<file path="src/rtl/fir_complex_decim_if.sv">
// FIFO-side bus of fir_complex_decim.
// Handshake: the I/Q sources present data with *_empty low. A sample pair
// is transferred on the rising edge where i_rd_en/q_rd_en are high, and
// both enables are only ever high together. The result sinks accept
// real_out/imag_out on the rising edge where real_wr_en/imag_wr_en are high,
// and the write enables are only high together while both *_full are low.
// "master" is the FIFO side; "slave" is the filter.
interface fir_complex_decim_if #(
    parameter int DATA_WIDTH = 32
);
    logic [DATA_WIDTH-1:0] i_in;
    logic                  i_empty;
    logic                  i_rd_en;
    logic [DATA_WIDTH-1:0] q_in;
    logic                  q_empty;
    logic                  q_rd_en;
    logic [DATA_WIDTH-1:0] real_out;
    logic                  real_wr_en;
    logic                  real_full;
    logic [DATA_WIDTH-1:0] imag_out;
    logic                  imag_wr_en;
    logic                  imag_full;

    modport master (
        output i_in, i_empty, q_in, q_empty, real_full, imag_full,
        input  i_rd_en, q_rd_en, real_out, real_wr_en, imag_out, imag_wr_en
    );

    modport slave (
        input  i_in, i_empty, q_in, q_empty, real_full, imag_full,
        output i_rd_en, q_rd_en, real_out, real_wr_en, imag_out, imag_wr_en
    );
endinterface

</file>
<file path="src/rtl/fir_complex_decim.sv">
// Complex FIR with integer decimation and a single time-multiplexed MAC.
// Optional output saturation is enabled by defining FIR_COMPLEX_SAT_EN;
// otherwise the output is the wrapped low DATA_WIDTH accumulator bits.
module fir_complex_decim #(
    parameter int DATA_WIDTH = 32,
    parameter int TAP_NUMBER = 20,
    parameter int DECIMATION = 1,
    parameter int FRAC_BITS  = 10,
    parameter logic [TAP_NUMBER-1:0][DATA_WIDTH-1:0] REAL_COEFF = '0,
    parameter logic [TAP_NUMBER-1:0][DATA_WIDTH-1:0] IMAG_COEFF = '0
) (
    input  logic                clock,
    input  logic                reset,
    fir_complex_decim_if.slave  bus,
    output logic [1:0]          state_dbg
);
    localparam int ACC_W  = DATA_WIDTH + $clog2(2 * TAP_NUMBER);
    localparam int PROD_W = 2 * DATA_WIDTH;
    localparam int TW     = $clog2(TAP_NUMBER);
    localparam int DW     = (DECIMATION > 1) ? $clog2(DECIMATION) : 1;

    localparam logic signed [ACC_W-1:0] SAT_MAX =
        {{(ACC_W-DATA_WIDTH+1){1'b0}}, {(DATA_WIDTH-1){1'b1}}};
    localparam logic signed [ACC_W-1:0] SAT_MIN =
        {{(ACC_W-DATA_WIDTH+1){1'b1}}, {(DATA_WIDTH-1){1'b0}}};

    typedef enum logic [1:0] {
        ST_READ  = 2'd0,
        ST_RUN   = 2'd1,
        ST_WRITE = 2'd2
    } state_t;

    state_t state, state_nxt;

    logic [DATA_WIDTH-1:0] hist_i [TAP_NUMBER];
    logic [DATA_WIDTH-1:0] hist_q [TAP_NUMBER];
    logic [TW-1:0]         wr_ptr;
    logic [DW-1:0]         dec_cnt;
    logic [TW-1:0]         tap_cnt;
    logic signed [ACC_W-1:0] acc_r, acc_i;

    logic rd_fire, wr_fire, dec_last, tap_last;
    logic [TW-1:0] rd_idx;
    logic signed [DATA_WIDTH-1:0] xr, xi, cr, ci;
    logic signed [PROD_W-1:0] p_rr, p_ii, p_ri, p_ir;
    logic signed [PROD_W-1:0] s_rr, s_ii, s_ri, s_ir;
    logic [PROD_W:0] term_r, term_i;
    logic [DATA_WIDTH-1:0] res_r, res_i;

    assign dec_last  = (dec_cnt == DW'(DECIMATION - 1));
    assign tap_last  = (tap_cnt == TW'(TAP_NUMBER - 1));
    assign state_dbg = state;

    // Reduce the full-width accumulator to the output width.
    function automatic logic [DATA_WIDTH-1:0] to_out(input logic signed [ACC_W-1:0] a);
`ifdef FIR_COMPLEX_SAT_EN
        if (a > SAT_MAX) begin
            return SAT_MAX[DATA_WIDTH-1:0];
        end else if (a < SAT_MIN) begin
            return SAT_MIN[DATA_WIDTH-1:0];
        end else begin
            return a[DATA_WIDTH-1:0];
        end
`else
        return a[DATA_WIDTH-1:0];
`endif
    endfunction

    // State register.
    always_ff @(posedge clock or posedge reset) begin
        if (reset) begin
            state <= ST_READ;
        end else begin
            state <= state_nxt;
        end
    end

    // Next-state logic: READ until the DECIMATION-th sample, TAP_NUMBER MAC cycles, one write.
    always_comb begin
        state_nxt = state;
        case (state)
            ST_READ:  if (rd_fire && dec_last) state_nxt = ST_RUN;
            ST_RUN:   if (tap_last) state_nxt = ST_WRITE;
            ST_WRITE: if (wr_fire) state_nxt = ST_READ;
            default:  state_nxt = ST_READ;
        endcase
    end

    // Outputs: enables are combinational from the FIFO flags, data is zero unless writing.
    always_comb begin
        rd_fire        = !reset && (state == ST_READ) && !bus.i_empty && !bus.q_empty;
        wr_fire        = !reset && (state == ST_WRITE) && !bus.real_full && !bus.imag_full;
        bus.i_rd_en    = rd_fire;
        bus.q_rd_en    = rd_fire;
        bus.real_wr_en = wr_fire;
        bus.imag_wr_en = wr_fire;
        bus.real_out   = wr_fire ? res_r : '0;
        bus.imag_out   = wr_fire ? res_i : '0;
    end

    // MAC operand selection: tap k reads the sample k positions older than the newest.
    always_comb begin
        int t;
        t = int'(wr_ptr) - 1 - int'(tap_cnt);
        if (t < 0) t = t + TAP_NUMBER;
        rd_idx = TW'(t);
        xr     = hist_i[rd_idx];
        xi     = hist_q[rd_idx];
        cr     = REAL_COEFF[tap_cnt];
        ci     = IMAG_COEFF[tap_cnt];
        p_rr   = cr * xr;
        p_ii   = ci * xi;
        p_ri   = cr * xi;
        p_ir   = ci * xr;
        s_rr   = p_rr >>> FRAC_BITS;
        s_ii   = p_ii >>> FRAC_BITS;
        s_ri   = p_ri >>> FRAC_BITS;
        s_ir   = p_ir >>> FRAC_BITS;
        term_r = {s_rr[PROD_W-1], s_rr} - {s_ii[PROD_W-1], s_ii};
        term_i = {s_ri[PROD_W-1], s_ri} + {s_ir[PROD_W-1], s_ir};
        res_r  = to_out(acc_r);
        res_i  = to_out(acc_i);
    end

    // Datapath: history capture, decimation/tap counters and accumulation.
    always_ff @(posedge clock or posedge reset) begin
        if (reset) begin
            for (int k = 0; k < TAP_NUMBER; k++) begin
                hist_i[k] <= '0;
                hist_q[k] <= '0;
            end
            wr_ptr  <= '0;
            dec_cnt <= '0;
            tap_cnt <= '0;
            acc_r   <= '0;
            acc_i   <= '0;
        end else begin
            if (rd_fire) begin
                hist_i[wr_ptr] <= bus.i_in;
                hist_q[wr_ptr] <= bus.q_in;
                wr_ptr  <= (wr_ptr == TW'(TAP_NUMBER - 1)) ? '0 : wr_ptr + 1'b1;
                dec_cnt <= dec_last ? '0 : dec_cnt + 1'b1;
                if (dec_last) begin
                    acc_r   <= '0;
                    acc_i   <= '0;
                    tap_cnt <= '0;
                end
            end
            if (state == ST_RUN) begin
                acc_r   <= acc_r + $signed(term_r[ACC_W-1:0]);
                acc_i   <= acc_i + $signed(term_i[ACC_W-1:0]);
                tap_cnt <= tap_last ? '0 : tap_cnt + 1'b1;
            end
        end
    end
endmodule

</file>
<file path="src/flat_wrapper.sv">
// flat-port wrapper written by rule: the top's interface ports become plain ports
module fir_complex_decim_flat 
#(
    parameter int DATA_WIDTH = 32,
    parameter int TAP_NUMBER = 20,
    parameter int DECIMATION = 1,
    parameter int FRAC_BITS  = 10,
    parameter logic [TAP_NUMBER-1:0][DATA_WIDTH-1:0] REAL_COEFF = '0,
    parameter logic [TAP_NUMBER-1:0][DATA_WIDTH-1:0] IMAG_COEFF = '0
)
  (clock, reset, state_dbg, bus_i_in, bus_i_empty, bus_q_in, bus_q_empty, bus_real_full, bus_imag_full, bus_i_rd_en, bus_q_rd_en, bus_real_out, bus_real_wr_en, bus_imag_out, bus_imag_wr_en);
  fir_complex_decim_if #(.DATA_WIDTH(DATA_WIDTH)) bus_i ();
  input  logic clock;
  input  logic reset;
  output logic [1:0] state_dbg;
  input wire logic [$bits(bus_i.i_in)-1:0] bus_i_in;
  input wire logic [$bits(bus_i.i_empty)-1:0] bus_i_empty;
  input wire logic [$bits(bus_i.q_in)-1:0] bus_q_in;
  input wire logic [$bits(bus_i.q_empty)-1:0] bus_q_empty;
  input wire logic [$bits(bus_i.real_full)-1:0] bus_real_full;
  input wire logic [$bits(bus_i.imag_full)-1:0] bus_imag_full;
  output wire logic [$bits(bus_i.i_rd_en)-1:0] bus_i_rd_en;
  output wire logic [$bits(bus_i.q_rd_en)-1:0] bus_q_rd_en;
  output wire logic [$bits(bus_i.real_out)-1:0] bus_real_out;
  output wire logic [$bits(bus_i.real_wr_en)-1:0] bus_real_wr_en;
  output wire logic [$bits(bus_i.imag_out)-1:0] bus_imag_out;
  output wire logic [$bits(bus_i.imag_wr_en)-1:0] bus_imag_wr_en;
  assign bus_i.i_in = bus_i_in;
  assign bus_i.i_empty = bus_i_empty;
  assign bus_i.q_in = bus_q_in;
  assign bus_i.q_empty = bus_q_empty;
  assign bus_i.real_full = bus_real_full;
  assign bus_i.imag_full = bus_imag_full;
  assign bus_i_rd_en = bus_i.i_rd_en;
  assign bus_q_rd_en = bus_i.q_rd_en;
  assign bus_real_out = bus_i.real_out;
  assign bus_real_wr_en = bus_i.real_wr_en;
  assign bus_imag_out = bus_i.imag_out;
  assign bus_imag_wr_en = bus_i.imag_wr_en;
  fir_complex_decim #(.DATA_WIDTH(DATA_WIDTH), .TAP_NUMBER(TAP_NUMBER), .DECIMATION(DECIMATION), .FRAC_BITS(FRAC_BITS), .REAL_COEFF(REAL_COEFF), .IMAG_COEFF(IMAG_COEFF)) u_core (.clock(clock), .reset(reset), .bus(bus_i), .state_dbg(state_dbg));
endmodule
</file>
<file path="config.mk">
export PLATFORM = sky130hd
export DESIGN_NAME = fir_complex_decim_flat
export DESIGN_NICKNAME = d
export VERILOG_FILES = /design/src/rtl/fir_complex_decim_if.sv /design/src/rtl/fir_complex_decim.sv /design/src/flat_wrapper.sv
export SDC_FILE = /design/constraint.sdc
export NUM_CORES = 1
export LEC_CHECK = 0
export ABC_CLOCK_PERIOD_IN_PS = 6600
export CORE_MARGIN = 10
export CORE_UTILIZATION = 25
export CTS_CLUSTER_DIAMETER = 100
export DETAILED_ROUTE_END_ITERATION = 6
export GPL_ROUTABILITY_DRIVEN = 0
export HOLD_SLACK_MARGIN = 0.15
export PLACE_DENSITY = 0.51
export SETUP_SLACK_MARGIN = 0.3
export SLEW_MARGIN = 20
export SYNTH_ARGS = -nofsm -noshare
export SYNTH_HDL_FRONTEND = slang
export SYNTH_SLANG_ARGS = --single-unit
</file>
<file path="constraint.sdc">
create_clock -name clock -period 6.6 [get_ports clock]
set_clock_uncertainty 0.2 [all_clocks]
set_input_delay 0.66 -clock clock [delete_from_list [all_inputs] [get_ports clock]]
set_output_delay 0.66 -clock clock [all_outputs]
set_load 0.03 [all_outputs]
</file>
After elaboration in Yosys (flattened, before gate mapping) --
Memories as Yosys holds them, arrays and structs flattened. Index checks and enable logic that the tools add are counted.
Storage, ports and cells: register bits 1369, ROM bits 1024, input bits 70, output and inout bits 70, word-level logic and storage cells 120, memories kept 1
Operators by class: $add $sub $neg 10, multiply operators 2, $lt $le $gt $ge 5, eq/ne operators 8, multiplexer cells 28, bitwise gates (word level) 3, reductions and logical operators 17
Memories:
- (name not given) | depth 32, width 32, read ports 1, clocked after Yosys merged registers in 0, wr ports 0, line fir_complex_decim.sv:109 | cr = REAL_COEFF[tap_cnt];
Operator list (count):
- $bwmux 640 | 2
- $bmux 32 s5 | 2
- $mux 32 | 8
- $demux 32 s5 | 1
- $mux 38 | 4
- $add 38x38->38 | 3
- $mul 32x32->48 | 2
- $sub 38x38->38 | 1
- $lt 32x1->1 const B | 1
- $mux 5 | 6
- $ge 6x6->1 const B | 2
- $not 5->6 | 2
- $add 5x1->5 const B | 2
- $eq 5x5->1 const B | 2
- $logic_and 1x1->1 | 8
- $sub 6x6->7 | 1
- $lt 5x6->1 const B | 1
- $lt 6x1->1 const B | 1
- $mux 2 | 3
- $pmux 2 s3 | 1
- $sub 5x1->6 const B | 1
- $add 5x5->5 const B | 1
- $logic_not 1->1 | 5
- $ne 2x1->1 const B | 2
- other kinds (10) | 11

Logic depth before layout (Yosys ltp) --
Gate-level depths: netlist of run 1.
depth after elaboration 12, mapped depth 12, depth with buffers taken out 12

Worst setup path before layout of run 1 --
Ideal clock, no wire load.
path kind input port to output port, start point in reset, end point out bus_real_out[16], arrival time 2.202 ns, data required time 5.740 ns, slack 3.538 ns, stages on the path 4, path through or2_1 -> nor4b_1 -> clkbuf_1 -> and2_1
Between the ends: word-level cells in the longest chain between the ends 5
RTL lines:
- start: declaration | line flat_wrapper.sv:14 | input logic reset;
- $logic_not 1->1 (no line)
- $logic_and 1x1->1 (3 in a row) | line fir_complex_decim.sv:92 | wr_fire = !reset && (state == ST_WRITE) && !bus.real_full && !bus.imag_full;
- named net bus_imag_wr_en | line flat_wrapper.sv:27 | output wire logic [$bits(bus_i.imag_wr_en)-1:0] bus_imag_wr_en;
- $mux 32 | line fir_complex_decim.sv:97 | bus.real_out = wr_fire ? res_r : '0;
- end: declaration | line flat_wrapper.sv:24 | output wire logic [$bits(bus_i.real_out)-1:0] bus_real_out;
The timed path passes the listed nets, and every way through them passes these cells.

Worst setup path in the final report of run 1 --
start point in reset, end point out bus_q_rd_en
Between the ends: word-level cells in the longest chain between the ends 4
RTL lines:
- $logic_not 1->1 (no line)
- $logic_and 1x1->1 (3 in a row) | line fir_complex_decim.sv:91 | rd_fire = !reset && (state == ST_READ) && !bus.i_empty && !bus.q_empty;
- end: declaration | line flat_wrapper.sv:23 | output wire logic [$bits(bus_i.q_rd_en)-1:0] bus_q_rd_en;
Every way passes these cells.

==> results.toml, run 1 <==
[sta]
slew_viol_final = 0
fin_setup_tns_ns = 0
period_minus_slack_ns = 3.84
hold_violations = 0
rsz0062_at_grt = "no"
fin_crit_sh_pct = 58.2
setup_violations = 0
fmax_mhz = 260
slew_headroom_pct = 38.9
worstMarginPinSlew_ns = 0.913

[floorplanning]
die_w_um = 139
initial_core_util_pct = 25.6
die_area_um2 = 19400
core-area_um2 = 13900
die_h_um = 139
num_rows = 43
ioPinCount = 140

[grt]
grt_start_max_net_pins = 40
grt_pass1_wl_mm = 15.6
gr-usage-met3_pct = 2.25
use_met2_pct = 15.2
overflow = 0
grt_pass1_vias = 3062
antenna_found_initial = 0
busiest_layer = "met2"
grt_use_met1_pct = 12.2
grtUsageTotal_pct = 9.34

[outcome]
status = "finished clean"

[logic_synthesis]
synth_cell_types = 51
avgSynthCellArea_um2 = 7.75
synthFlopType = "dfrtp_1"
syn_inst = 460
syn_area_um2 = 3560
ys_warn_count = 0
ys_async_sr_fraction_pct = 100
synth_edf_count = 0
seq_area_frac_synth_pct = 26.0
ys_ff_latch = 37

[critical_path]
crit_path_max_fanout = 12
crit_path_top_delay_cell = "or4_1"
timing.rr.start = "u_core.acc_r[2]$_DFFE_PP0P_"
start_kind = "input pin"
startpoint = "reset"
crit_path_end_kind = "output port"
cp.arrival_ns = 2.98
required_ns = 5.74
crit_buf_inv = 3
path_delay_family = "buffers and inverters"
path_class = "input pin to output port"
worstPathCellList = "clkdlybuf4s50_1 > or2_1 > or4_1 > inv_2 > clkdlybuf4s50_1"
timing.critical_path.mode_cell = "clkdlybuf4s50_1"
slowest_delay_ns = 0.74

[final_layout]
area_growth_pct = 18.2
antenna_cells = 0
regArea_um2 = 926
layout.nets = 597
final_common_cell = "nand2_1"
nFillCells = 1538
multi_input_area_um2 = 2280
drive_gt1_share_pct = 4.04
mostFrequentLayoutCells = "44 x nand2_1, 41 x clkdlybuf4s50_1, 40 x inv_1, 37 x dfrtp_1, 34 x conb_1"
post-route-util_pct = 30.2
final_cell_area_um2 = 4210

[clocking]
clk_latency_ns = 0.28
htree_levels = 2
cts_num_sinks = 37
cts.clk_slew.worst_paths_ns = 0.06
post_cts_buffers = 0
cts_buffers = 5
tritoncts = "yes"
ctsResizeCount = 0
root_buffer = "clkbuf_16"
cts-hold-fix-buffers = 0
clock_path_buffers = 2

[route]
drc_errors = 0
wire_per_inst_um = 13.6
dr.pass1.iters = 4
routed-via-count = 3082
drt-initial-drc-count = 174
wirelength_mm = 9.21
drtAntennaViolNets = 0
vias_per_cell = 4.57

[worst_hold_path]
min_path_type = "register to register"
worstHoldStart = "u_core.acc_r[31]$_DFFE_PP0P_"

[placement]
dp_hpwl_mm = 6.93
dpl_cell_area_um2 = 4040
port_buffers = 41

[job]
drv_cap = 0

[power]
p_per_area_nw_per_um2 = 632
leakage_nw = 1.94
ir_worst_vdd_v = 0.000170
[routing by layer]
layer  routed length (um)  vias up
li1                     -     1574
met1                 4360     1441
met2                 4280       61
met3                  506        6
met4                   63        0
met5                    0        -
[through the flow]
stage	instances	hold slack [ns]	power (mW)	setup slack (ns)
after floorplan	493	0.243	1.99	3.54
after global placement	667	0.302	2.34	2.76
after detailed placement	667	0.302	2.37	2.73
after CTS	675	0.314	2.67	2.73
after global routing	675	0.336	2.98	2.68
final	675	0.307	2.66	2.76
[sequential cells by signal, summed over array words and instances (netlist names)]
| name | cells |
|---|---|
| u_core.acc_r | 30 |
| u_core.tap_cnt | 5 |
| u_core.state_dbg | 2 |
[Yosys cell counts (2+ instances only)]
library cell / count / share of area, %
nand2_1: 44 / 4.6
mux2i_1: 2 / 0.56
inv_1: 40 / 4.2
buf_4: 36 / 7.6
nor3_1: 5 / 0.70
nand2b_1: 5 / 0.88
o21bai_1: 2 / 0.42
a211o_1: 4 / 0.98
o211ai_1: 2 / 0.42
nand3_1: 16 / 2.2
nor2b_1: 4 / 0.70
xor2_1: 13 / 3.2
o21ai_0: 15 / 2.1
and3_1: 4 / 0.70
a211oi_1: 3 / 0.63
dfrtp_1: 37 / 26
a21o_1: 10 / 2.1
o21a_1: 6 / 1.3
xnor2_1: 7 / 1.7
ha_1: 33 / 12
o21ai_1: 31 / 4.4
nand4_1: 6 / 1.1
and2_1: 32 / 5.6
clkbuf_1: 15 / 1.6
or3_1: 4 / 0.70
o31ai_1: 5 / 1.1
a21boi_1: 4 / 0.84
nor2_1: 18 / 1.9
a32o_1: 2 / 0.56
a31oi_1: 7 / 1.2
or2_1: 2 / 0.35
a21oi_1: 27 / 3.8
[final cells by class]
type / count / area share (%)
multi-input cells: 363 / 54.2
repair buffers: 46 / 10.6
well taps: 180 / 5.35
clock buffers: 6 / 3.30
flip-flops and latches: 37 / 22.0
inverters: 41 / 3.65
clock inverters: 2 / 0.891
[report_power, final]
part | internal [mW] | leakage (nW) | total [mW] | switching, mW
clock network | 0.189 | 0.0831 | 0.290 | 0.101
logic | 0.790 | 1.40 | 1.90 | 1.11
registers | 0.356 | 0.452 | 0.470 | 0.115
total | 1.33 | 1.94 | 2.66 | 1.33
[cells by family (layout without fill, tap and decap cells)]
family,count (synthesis),after routing,synth area share (%)
other,1,34,0.105
buffers and inverters,93,95,13.6
XOR/XNOR,20,20,4.92
multiplexers,2,2,0.562
AND/OR/NAND/NOR,146,146,20.8
flip-flops,37,37,26.0
AO/OA/AOI/OAI,128,128,22.5
adder cells (fa/ha/maj),33,33,11.6
[worst paths after layout]
kind	slack (ns)	to	cells past startpoint
worst min-delay path	0.31	u_core.acc_r[31]$_DFFE_PP0P_	1
worst max register to register	3.49	u_core.acc_r[30]$_DFFE_PP0P_	12
min in group asynchronous	0.64	u_core.acc_r[27]$_DFFE_PP0P_	3
max in group asynchronous	5.20	u_core.acc_r[12]$_DFFE_PP0P_	3
worst max-delay path	2.76	bus_q_rd_en	5
worst min register to register	0.31	u_core.acc_r[31]$_DFFE_PP0P_	1
No activity file was read; power rests on OpenSTA's default activity.
==> inputs of run 2 (changes only) <==
- ABC_CLOCK_PERIOD_IN_PS: 6600 -> 3500
- PLACE_DENSITY: 0.51 -> 0.53
- clock period: 6.6 -> 3.5 ns (I/O delays scaled with it)
==> results.toml, run 2 (same netlist as run 1, synthesis figures left out) <==
[route]
drc_errors = 0
drtAntennaViolNets = 0
routed-via-count = 3072
drt-initial-drc-count = 111
wire_per_inst_um = 13.6
wirelength_mm = 9.19
dr.pass1.iters = 4
vias_per_cell = 4.54

[sta]
slew_viol_final = 0
hold_violations = 0
fin_setup_tns_ns = 0
worstMarginPinSlew_ns = 0.873
slew_headroom_pct = 41.8
fin_crit_sh_pct = 84.0
setup_violations = 0
rsz0062_at_grt = "no"
fmax_mhz = 340
period_minus_slack_ns = 2.94
timing.hold.ws_ns = 0.316

[power]
p_per_area_nw_per_um2 = 1190
power.share.sequential_pct = 17.8
clkPwrFrac_pct = 9.4
comb_power_share_pct = 72.8
power_switching_mw = 2.51
switching_share_pct = 50.2
ir_worst_vdd_v = 0.000321
p_int_mw = 2.48
leakage_nw = 1.98

[floorplanning]
initial_core_util_pct = 25.6
die_area_um2 = 19400
num_rows = 43
ioPinCount = 140
die_w_um = 139
core-area_um2 = 13900
die_h_um = 139

[final_layout]
antenna_cells = 0
mostFrequentLayoutCells = "44 x nand2_1, 40 x inv_1, 37 x dfrtp_1, 34 x conb_1, 33 x ha_1"
final_common_cell = "nand2_1"
area_growth_pct = 17.2
largest_register_ffs = 30
final_cell_area_um2 = 4180
layout.nets = 598
largest-register = "u_core.acc_r"
drive_gt1_share_pct = 8.87

[critical_path]
start_kind = "input pin"
cp.arrival_ns = 2.39
reg2regPathDepth = 12
rr_endpoint = "u_core.acc_r[30]$_DFFE_PP0P_"
r2r_slack_ns = 0.57
cp-endpoint = "bus_real_out[27]"
path_class = "input pin to output port"
crit_path_end_kind = "output port"
startpoint = "reset"
crit_path_max_fanout = 33
timing.rr.start = "u_core.acc_r[2]$_DFFE_PP0P_"
required_ns = 2.95

[clocking]
ctsResizeCount = 0
cts-hold-fix-buffers = 0
post_cts_buffers = 0
tritoncts = "yes"
cts_num_sinks = 37
cts.clk_slew.worst_paths_ns = 0.06
htree_levels = 2
clock_path_buffers = 2
root_buffer = "clkbuf_16"
clk_latency_ns = 0.27
cts_buffers = 5

[grt]
grt_start_max_net_pins = 38
grt_pass1_wl_mm = 15.8
antenna_found_initial = 0
overflow = 0
grtUsageTotal_pct = 9.42
grt_pass1_vias = 3251

[worst_hold_path]
min_path_type = "input pin to async pin"

[job]
drv_cap = 0

[placement]
port_buffers = 41
dp_hpwl_mm = 7.03
dpl_cell_area_um2 = 4010

[outcome]
status = "finished clean"
run 2: power groups by stage:
stage          clock (mW)  combinational, mW  sequential, mW
2_1_floorplan           0               2.92           0.840
3_3_place_gp            0               3.51           0.899
3_5_place_dp            0               3.56           0.899
4_1_cts             0.489               3.59           0.893
5_1_grt             0.512               4.14           0.931
6_report            0.470               3.63           0.887
run 2: area by class of cell:
cell class,instances,area [um2]
Fill cell,1529,9760
Multi-Input combinational cell,363,2300
Sequential cell,37,926
Timing Repair Buffer,47,418
Tap cell,180,225
Inverter,41,154
Clock buffer,7,153
Clock inverter,1,5.00
run 2: metal layers:
metal,share of wire [%],track usage (%),vias up
li1,-,-,1584
met1,50,12.1,1437
met2,46,15.5,45
met3,3.3,2.35,6
met4,0.85,1.92,0
met5,0,0,-
run 2: how the worst min path moves through the flow:
stage                                       start                         endpoint  slack, ns  cells past startpoint
floorplan            u_core.acc_r[31]$_DFFE_PP0P_     u_core.acc_r[31]$_DFFE_PP0P_       0.24                      1
global placement    u_core.tap_cnt[0]$_DFFE_PP0P_    u_core.tap_cnt[0]$_DFFE_PP0P_       0.30                      1
detailed placement  u_core.tap_cnt[0]$_DFFE_PP0P_    u_core.tap_cnt[0]$_DFFE_PP0P_       0.30                      1
CTS                 u_core.tap_cnt[0]$_DFFE_PP0P_    u_core.tap_cnt[0]$_DFFE_PP0P_       0.32                      1
global route        u_core.tap_cnt[0]$_DFFE_PP0P_    u_core.tap_cnt[0]$_DFFE_PP0P_       0.34                      1
finish                                      reset  u_core.state_dbg[0]$_DFFE_PP0P_       0.32                      3
run 2: per-stage QoR:
stage                     instances  util [%]  worst slack (ns)  power (mW)
final                           676      30.0             0.560        4.99
after global routing            676      30.0             0.324        5.58
after CTS                       676      29.9             0.417        4.97
after detailed placement        668      28.7             0.447        4.46
after global placement          668      28.7             0.474        4.41
after floorplan                 493         -             0.765        3.76
run 2: worst max-delay path: stages:
cell	delay, ns
clkdlybuf4s50_1	0.41
or2_1	0.23
nor4b_2	0.34
buf_12	0.22
and2_1	0.15
clkdlybuf4s50_1	0.68
==> inputs of run 3 (changes only) <==
- ABC_CLOCK_PERIOD_IN_PS: 3500 -> 2720
- PLACE_DENSITY: 0.53 -> 0.51
- clock period: 3.5 -> 2.72 ns (I/O delays scaled with it)
==> results.toml, run 3 (same netlist as run 1, synthesis figures left out) <==
[floorplanning]
core-area_um2 = 13900
num_rows = 43
die_area_um2 = 19400
die_h_um = 139
ioPinCount = 140
die_w_um = 139
initial_core_util_pct = 25.6

[route]
wire_per_inst_um = 14.1
routed-via-count = 3302
drt-initial-drc-count = 137
wirelength_mm = 10.2
vias_per_cell = 4.58
dr.pass1.iters = 5
drc_errors = 0
drtAntennaViolNets = 0

[final_layout]
largest_register_ffs = 30
antenna_cells = 0
largest-register = "u_core.acc_r"
mostFrequentLayoutCells = "72 x buf_4, 42 x nand2_1, 34 x inv_1, 34 x conb_1, 34 x dfrtp_1"
drive_gt1_share_pct = 29.2
layout.nets = 643
area_growth_pct = 37.3
final_common_cell = "buf_4"
fin_cells = 721

[grt]
grt_pass1_vias = 3304
grt_pass1_wl_mm = 16.0
use_met2_pct = 15.9
overflow = 0
gr-usage-met3_pct = 2.18
grt_start_max_net_pins = 38
grtUsageTotal_pct = 9.50
grt_use_met1_pct = 12.4
antenna_found_initial = 0
busiest_layer = "met2"

[critical_path]
cp-endpoint = "u_core.acc_r[28]$_DFFE_PP0P_"
start_kind = "register"
rr_endpoint = "u_core.acc_r[28]$_DFFE_PP0P_"
path_class = "register to register"
reg2regPathDepth = 12
r2r_slack_ns = 0.05
crit_path_max_fanout = 3
required_ns = 2.71
startpoint = "u_core.acc_r[2]$_DFFE_PP0P_"
cp.arrival_ns = 2.66
timing.rr.start = "u_core.acc_r[2]$_DFFE_PP0P_"
crit_path_end_kind = "register"

[clocking]
htree_levels = 2
cts_num_sinks = 37
cts.clk_slew.worst_paths_ns = 0.06
root_buffer = "clkbuf_16"
cts_buffers = 5
tritoncts = "yes"
clock_path_buffers = 2
clk_latency_ns = 0.28

[sta]
rsz0062_at_grt = "yes"
fin_crit_sh_pct = 98.2
worstMarginPinSlew_ns = 0.947
fin_ws_ns = 0.0485
fmax_mhz = 374
slew_headroom_pct = 36.7
fin_setup_tns_ns = 0
period_minus_slack_ns = 2.67
slew_viol_final = 0
setup_violations = 0
timing.hold.ws_ns = 0.246
hold_violations = 0

[power]
leakage_nw = 2.27
p_per_area_nw_per_um2 = 1650
ir_worst_vdd_v = 0.000472
total_power_mw = 8.06

[job]
drv_cap = 0

[placement]
dp_hpwl_mm = 7.14
port_buffers = 41
dp.cells = 689
pre_cts_ws_ns = -0.0423

[worst_hold_path]
min_path_type = "input pin to async pin"

[outcome]
status = "finished clean"
run 3: cell count changes in the layout (fill, tap and decap cells not counted), sizes merged:
cell and change:
buf +59, clkdlybuf4s50 -14
run 3: worst min-delay path by stage:
stage | to | cells after the start
2_1_floorplan | u_core.acc_r[31]$_DFFE_PP0P_ | 1
3_3_place_gp | u_core.tap_cnt[0]$_DFFE_PP0P_ | 1
3_5_place_dp | u_core.tap_cnt[0]$_DFFE_PP0P_ | 1
4_1_cts | u_core.acc_r[27]$_DFFE_PP0P_ | 3
5_1_grt | u_core.state_dbg[0]$_DFFE_PP0P_ | 3
6_report | u_core.tap_cnt[4]$_DFFE_PP0P_ | 3
run 3: final cells by class:
cell class / instances / area (um2)
clock buffer: 7 / 153
clock inverter: 1 / 5.00
fill: 1478 / 9040
inverter: 41 / 156
multi-input combinational: 363 / 2640
sequential: 37 / 930
tap: 180 / 225
timing repair buffer: 92 / 783
run 3: through the flow:
step / instance area, um2 / utilization, %
floorplan: 3740 / -
global placement: 4180 / 30.0
detailed placement: 4180 / 30.0
CTS: 4620 / 33.1
global route: 4890 / 35.1
finish: 4890 / 35.1
run 3: timing repair:
item                       in CTS  in global routing
hold buffers                    0                  0
gates resized for setup        27                 50
setup endpoints to repair      15                 48
hold endpoints to repair        0                  0
pin swaps                      29                 32
cloned                          0                  1
setup buffers                  14                  9
run 3: routing by layer:
metal  vias to the layer above  wire [um]  part of all wire (%)
met1                      1568       4850                    48
li1                       1674          -                     -
met5                         -          0                     0
met2                        58       4880                    48
met3                         2        422                   4.1
met4                         0         31                  0.30
run 3: critical path, cell delays in order (launching register included):
cell,delay (ns)
dfrtp_1,0.38
inv_2,0.08
ha_4,0.21
inv_4,0.07
ha_4,0.12
o211ai_1,0.12
a21oi_2,0.19
o21ai_2,0.08
a211o_1,0.33
a211o_1,0.32
a21oi_2,0.20
nor3_2,0.06
o31ai_1,0.21
run 3: where the power goes:
group          internal, mW  switching [mW]  total, mW
clock                 0.388           0.229      0.617
combinational          3.03            3.25       6.29
sequential            0.867           0.288       1.16
